===== src/rtl/iagc_pkg.sv =====
// Shared state/status encodings and sample helpers for the IAGC sequencer.
// The status word is the state encoding itself, so the wrapper decodes it directly.
package iagc_pkg;

  localparam int ZMOD_W   = 14;
  localparam int STATUS_W = 4;

  typedef enum logic [STATUS_W-1:0] {
    ST_IDLE    = 4'b0000,
    ST_INIT    = 4'b0001,
    ST_MEASURE = 4'b0010,
    ST_DECIDE  = 4'b0011,
    ST_SETTLE  = 4'b0100,
    ST_ERROR   = 4'b1111
  } state_e;

  // Most-negative code has no positive twin; clamp it to full scale.
  function automatic logic [ZMOD_W-1:0] abs_sat(input logic signed [ZMOD_W-1:0] sample);
    logic [ZMOD_W-1:0] mag;
    if (sample == {1'b1, {(ZMOD_W-1){1'b0}}})
      mag = {1'b0, {(ZMOD_W-1){1'b1}}};
    else if (sample[ZMOD_W-1])
      mag = ZMOD_W'(-sample);
    else
      mag = ZMOD_W'(sample);
    return mag;
  endfunction

endpackage


===== src/rtl/iagc_peak_detector.sv =====
// Windowed peak-magnitude accumulator: tracks max |sample| over 2^WINDOW_LOG2 beats.
// clear wins over beat, so a beat arriving on a discard cycle is dropped with the window.
module iagc_peak_detector
  import iagc_pkg::*;
#(
  parameter int WINDOW_LOG2 = 10
) (
  input  logic              clk_i,
  input  logic              reset_i,
  input  logic              beat_i,
  input  logic              clear_i,
  input  logic [ZMOD_W-1:0] sample_i,
  output logic [ZMOD_W-1:0] acc_o,
  output logic              window_done_o
);

  localparam logic [WINDOW_LOG2:0] LAST_BEAT = {1'b0, {WINDOW_LOG2{1'b1}}};

  logic [WINDOW_LOG2:0] cnt_q;
  logic [ZMOD_W-1:0]    acc_q;
  logic [ZMOD_W-1:0]    mag;

  assign mag           = abs_sat(sample_i);
  assign acc_o         = acc_q;
  assign window_done_o = beat_i && !clear_i && (cnt_q == LAST_BEAT);

  always_ff @(posedge clk_i) begin
    if (reset_i || clear_i) begin
      cnt_q <= '0;
      acc_q <= '0;
    end else if (beat_i) begin
      cnt_q <= cnt_q + 1'b1;
      if (mag > acc_q) acc_q <= mag;
    end
  end

endmodule


===== src/rtl/iagc_controller.sv =====
// IAGC sequencer: ADC init wait, windowed peak measurement, hysteretic gain switch, relay settle.
// state | meaning: IDLE park/ADC reset, INIT await init_done, MEASURE take window,
// DECIDE publish peak + pick gain, SETTLE relay wait, ERROR init timeout.
module iagc_controller
  import iagc_pkg::*;
#(
  parameter int AXIS_DATA_SIZE      = 32,
  parameter int ZMOD_DATA_SIZE      = 14,
  parameter int IAGC_STATUS_SIZE    = 4,
  parameter int WINDOW_LOG2         = 10,
  parameter int INIT_TIMEOUT_CYCLES = 1000000,
  parameter int SETTLE_CYCLES       = 1000
) (
  input  logic                        i_sys_clock,
  input  logic                        i_reset,
  input  logic                        i_enable,
  input  logic                        i_adc_init_done,
  input  logic [AXIS_DATA_SIZE-1:0]   i_adc_data,
  input  logic                        i_adc_data_valid,
  output logic                        o_adc_ready,
  input  logic [ZMOD_DATA_SIZE-1:0]   i_thr_high,
  input  logic [ZMOD_DATA_SIZE-1:0]   i_thr_low,
  output logic [IAGC_STATUS_SIZE-1:0] o_iagc_status,
  output logic                        o_gain_high,
  output logic [ZMOD_DATA_SIZE-1:0]   o_peak,
  output logic                        o_peak_valid,
  output logic                        o_error
);

  localparam int TO_W = (INIT_TIMEOUT_CYCLES > 1) ? $clog2(INIT_TIMEOUT_CYCLES) : 1;
  localparam int ST_W = (SETTLE_CYCLES > 1) ? $clog2(SETTLE_CYCLES) : 1;
  localparam logic [TO_W-1:0] TO_LAST     = TO_W'(INIT_TIMEOUT_CYCLES - 1);
  localparam logic [ST_W-1:0] SETTLE_LAST = ST_W'(SETTLE_CYCLES - 1);

  state_e              state_q;
  logic                ready_q;
  logic                gain_high_q;
  logic [ZMOD_W-1:0]   peak_q;
  logic                peak_valid_q;
  logic                error_q;
  logic [TO_W-1:0]     to_cnt_q;
  logic [ST_W-1:0]     settle_cnt_q;

  logic                beat;
  logic                clear;
  logic                window_done;
  logic [ZMOD_W-1:0]   acc;
  logic [ZMOD_W-1:0]   ch1_sample;
  logic                unused_adc_bits;

  assign ch1_sample      = i_adc_data[AXIS_DATA_SIZE-1 -: ZMOD_DATA_SIZE];
  assign unused_adc_bits = ^i_adc_data[AXIS_DATA_SIZE-ZMOD_DATA_SIZE-1:0];

  // Any cycle outside an active, healthy MEASURE throws the partial window away.
  assign beat  = i_adc_data_valid && ready_q;
  assign clear = (state_q != ST_MEASURE) || !i_enable || !i_adc_init_done;

  iagc_peak_detector #(
    .WINDOW_LOG2 (WINDOW_LOG2)
  ) u_peak (
    .clk_i         (i_sys_clock),
    .reset_i       (i_reset),
    .beat_i        (beat),
    .clear_i       (clear),
    .sample_i      (ch1_sample),
    .acc_o         (acc),
    .window_done_o (window_done)
  );

  always_ff @(posedge i_sys_clock) begin
    if (i_reset) begin
      state_q      <= ST_IDLE;
      ready_q      <= 1'b0;
      gain_high_q  <= 1'b1;
      peak_q       <= '0;
      peak_valid_q <= 1'b0;
      error_q      <= 1'b0;
      to_cnt_q     <= '0;
      settle_cnt_q <= '0;
    end else begin
      peak_valid_q <= 1'b0;
      if (!i_enable) begin
        state_q <= ST_IDLE;
        ready_q <= 1'b0;
        error_q <= 1'b0;
      end else begin
        case (state_q)
          ST_IDLE: begin
            state_q  <= ST_INIT;
            to_cnt_q <= '0;
          end
          ST_INIT: begin
            if (i_adc_init_done) begin
              state_q <= ST_MEASURE;
              ready_q <= 1'b1;
            end else if (to_cnt_q == TO_LAST) begin
              state_q <= ST_ERROR;
              error_q <= 1'b1;
            end else begin
              to_cnt_q <= to_cnt_q + 1'b1;
            end
          end
          ST_MEASURE: begin
            if (!i_adc_init_done) begin
              state_q  <= ST_INIT;
              ready_q  <= 1'b0;
              to_cnt_q <= '0;
            end else if (window_done) begin
              state_q <= ST_DECIDE;
              ready_q <= 1'b0;
            end
          end
          ST_DECIDE: begin
            peak_q       <= acc;
            peak_valid_q <= 1'b1;
            if (gain_high_q && (acc >= i_thr_high)) begin
              gain_high_q  <= 1'b0;
              state_q      <= ST_SETTLE;
              settle_cnt_q <= '0;
            end else if (!gain_high_q && (acc < i_thr_low)) begin
              gain_high_q  <= 1'b1;
              state_q      <= ST_SETTLE;
              settle_cnt_q <= '0;
            end else begin
              state_q <= ST_MEASURE;
              ready_q <= 1'b1;
            end
          end
          ST_SETTLE: begin
            if (settle_cnt_q == SETTLE_LAST) begin
              state_q <= ST_MEASURE;
              ready_q <= 1'b1;
            end else begin
              settle_cnt_q <= settle_cnt_q + 1'b1;
            end
          end
          ST_ERROR: begin
            error_q <= 1'b1;
          end
          default: begin
            state_q <= ST_IDLE;
            ready_q <= 1'b0;
            error_q <= 1'b0;
          end
        endcase
      end
    end
  end

  assign o_iagc_status = state_q;
  assign o_adc_ready   = ready_q;
  assign o_gain_high   = gain_high_q;
  assign o_peak        = peak_q;
  assign o_peak_valid  = peak_valid_q;
  assign o_error       = error_q;

endmodule

===== config.mk =====
export PLATFORM = sky130hd
export DESIGN_NAME = iagc_controller
export DESIGN_NICKNAME = d
export VERILOG_FILES = /design/src/rtl/iagc_pkg.sv /design/src/rtl/iagc_peak_detector.sv /design/src/rtl/iagc_controller.sv
export SDC_FILE = /design/constraint.sdc
export NUM_CORES = 1
export LEC_CHECK = 0
export CORE_MARGIN = 2
export CORE_UTILIZATION = 50
export CTS_CLUSTER_SIZE = 20
export DETAILED_ROUTE_END_ITERATION = 10
export PLACE_DENSITY = 0.76
export SETUP_SLACK_MARGIN = 0.5
export SLEW_MARGIN = 0
export SYNTH_ARGS = -nofsm -noshare
export SYNTH_HDL_FRONTEND = slang
export SYNTH_SLANG_ARGS = --single-unit

===== constraint.sdc =====
create_clock -name i_sys_clock -period 6 [get_ports i_sys_clock]
set_clock_uncertainty 0.1 [all_clocks]
set_input_delay 0.9 -clock i_sys_clock [delete_from_list [all_inputs] [get_ports i_sys_clock]]
set_output_delay 0.9 -clock i_sys_clock [all_outputs]
set_load 0.02 [all_outputs]

==> out/qor.csv <==
metric;value;unit
drc_errors;0;
clk_path_buf_depth;2;
hold_viol_final;0;
clkPwrFrac;36.3;%
worstSetupPathType;in2reg;
drt-initial-drc-count;120;
status;completed;
root_buffer;clkbuf_8;
p_per_area;177;nW/um^2
grt_pass1_wl;19200;um
slew_headroom;23.3;%
diodes;0;
seqCellArea;1540;um^2
hold_slack;0.355;ns
ios;87;
grt_usage;22.8;%
synth_top_family_by_area;simple AND/OR/NAND/NOR gates;
place_hpwl;8910;um
cts_setup_buffers;0;
fin_nets;785;
fmax;208;MHz
final_cell_mix;dfxtp_1 (77), clkdlybuf4s50_1 (68), nand2_1 (66);
synth_area_leaders;dfxtp_1 (32%), ha_1 (12%), a21oi_1 (6.6%);
synth-compound-area-share;17.8;%
syn_inst;623;
grt_max_degree;32;
cp_max_fo;15;
wirelength;11700;um
ant_nets;0;
critPathLaunchType;primary input;
vias;4597;
critPathRequiredTime;6.18;ns
total_power;1030;uW
yosys.area.top_type;dfxtp_1;
combPwrFrac;13.2;%
arrival;4.99;ns
maxCapViolCount;0;
synth_edf_count;0;
cts_made_buffers;9;
min-delay-path-class;reg2reg;
ys_types;60;
clock_sinks;77;
final_common_cell;dfxtp_1;
slew_viol_final;0;
fin_crit_sh;80.2;%
yosys_warnings;0;
cts_tree;yes;
num_rows;36;
die_w;103;um
overflow;0;
route.detailed.wl_per_inst;14.4;um
rsz0062_at_grt;false;
antenna_found_initial;0;
grt_pass1_vias;4311;
final-setup-viol-count;0;
yosys.area_share.adder;11.5;%
synth-simple-area-share;26.6;%
worstMarginPinSlew;1.15;ns
ys_async_sr_fraction;0;%
die_y;103;um
p_int;742;uW
whs_path_depth;2;
end_kind;register;
ys_seq_area_share;31.6;%
multi_input_area;3040;um^2
cts-hold-fix-buffers;0;
start_util;50.6;%
ir_worst_vdd;0.107;mV
portBuffers;68;
dr.pass1.iters;5;
synthFlopType;dfxtp_1;
fillCellCount;914;
cts_max_level;3;
seqPwrFrac;50.6;%
clk_pin_slew;0.08;ns
core;9640;um^2
globalplace.congestion;0.888;
clkLatencyLatePin;0.36;ns
synth_top_area_share;31.6;%
p_leak;0.00226;uW
final.setup.tns;0;ns
vias_per_cell;5.65;
fin_crit;4.81;ns
cts_resized;0;
syn_area;4880;um^2
p_sw_share;27.6;%
area_growth;18.8;%
synth_xor_area_share;5.57;%
power_switching;283;uW
muxShareOfSynthArea;0.821;%
worstRegToRegCells;5;
syn_nets;733;
drive_gt1_share;4.41;%
syn_avg_cell_area;7.83;um^2
ys_ff_latch;77;
die-area;10600;um^2
[flip-flops by register name, summed over array words and instances, names as in the netlist]
| register | cells |
|---|---|
| o_peak | 14 |
| o_iagc_status | 4 |
| u_peak.acc_o | 14 |
| o_error | 1 |
| settle_cnt_q | 10 |
| o_peak_valid | 1 |
| o_gain_high | 1 |
| u_peak.cnt_q | 11 |
| o_adc_ready | 1 |
| to_cnt_q | 20 |
[worst paths after layout]
check	from	endpoint	slack, ns
worst max register to register	o_iagc_status[3]	settle_cnt_q[0]	3.00
worst min-delay path	o_peak[11]	o_peak[11]	0.36
worst min register to register	o_peak[11]	o_peak[11]	0.36
worst max-delay path	i_adc_data[18]	u_peak.acc_o[0]	1.19
[synthesized netlist by cell type, types with 2 or more instances]
cell,count
nand3_1,28
dfxtp_1,77
nand4_1,16
a21oi_1,64
o21ai_0,24
o21a_1,2
nor2_1,51
a211o_1,2
ha_1,45
nor4_1,3
or3_1,7
nor3b_1,3
a211oi_1,6
o22ai_1,3
mux2i_1,4
a21o_1,6
o211ai_1,2
and2_1,5
xnor2_1,10
clkbuf_1,19
buf_2,7
nor3_1,21
a31oi_1,3
o21bai_1,2
a311oi_1,9
xor2_1,21
and3_1,17
and4_4,2
o31ai_1,3
a21boi_0,4
nand2b_1,10
nor4b_1,2
and4_1,6
nand2_1,66
inv_1,47
nor2b_1,2
[metal layers]
layer | GRT usage (%) | vias up | wire, um
met1 | 29.5 | 2144 | 5270
met3 | 2.92 | 26 | 457
met2 | 38.0 | 110 | 5650
met4 | 10.3 | 0 | 316
li1 | - | 2317 | -
met5 | 0 | - | 0
[area by class of cell]
type	count	area share (%)
well taps	133	2.87
flip-flops and latches	77	26.6
multi-input cells	471	52.5
repair buffers	69	11.9
inverters	47	3.04
clock inverters	6	0.777
clock buffers	10	2.38
[per-stage QoR]
| stage | util [%] | setup WS (ns) | instance area [um^2] | instances |
|---|---|---|---|---|
| after floorplan | - | 2.16 | 4880 | 623 |
| after global placement | 58.2 | 1.07 | 5610 | 797 |
| after detailed placement | 58.2 | 0.879 | 5610 | 797 |
| after CTS | 60.1 | 1.25 | 5790 | 813 |
| after global routing | 60.1 | 0.863 | 5790 | 813 |
| final | 60.1 | 1.19 | 5790 | 813 |
[cells by family after synthesis]
| family | count (synthesis) |
|---|---|
| simple gates | 250 |
| compound gates | 141 |
| flops | 77 |
| buf+inv | 75 |
| fa+ha+maj | 45 |
| xor+xnor | 31 |
| mux | 4 |
[power by group through the flow]
stage                     clock network (uW)  registers [uW]  logic, uW
after floorplan                            0             528       79.0
after global placement                     0             530        130
after detailed placement                   0             530        134
after CTS                                384             518        135
after global routing                     401             519        150
final                                    372             518        135
[worst max-delay path, stage by stage]
cell,delay (ns)
clkdlybuf4s50_1,0.49
inv_1,0.09
ha_1,0.22
nor4b_1,0.55
and4_1,0.41
nor2_1,0.06
mux2i_1,0.30
ha_1,0.32
a21o_1,0.16
a21o_1,0.16
a21oi_1,0.31
o211ai_1,0.53
and3_1,0.37
nor3_1,0.12
(Power assumes the default switching activity.)
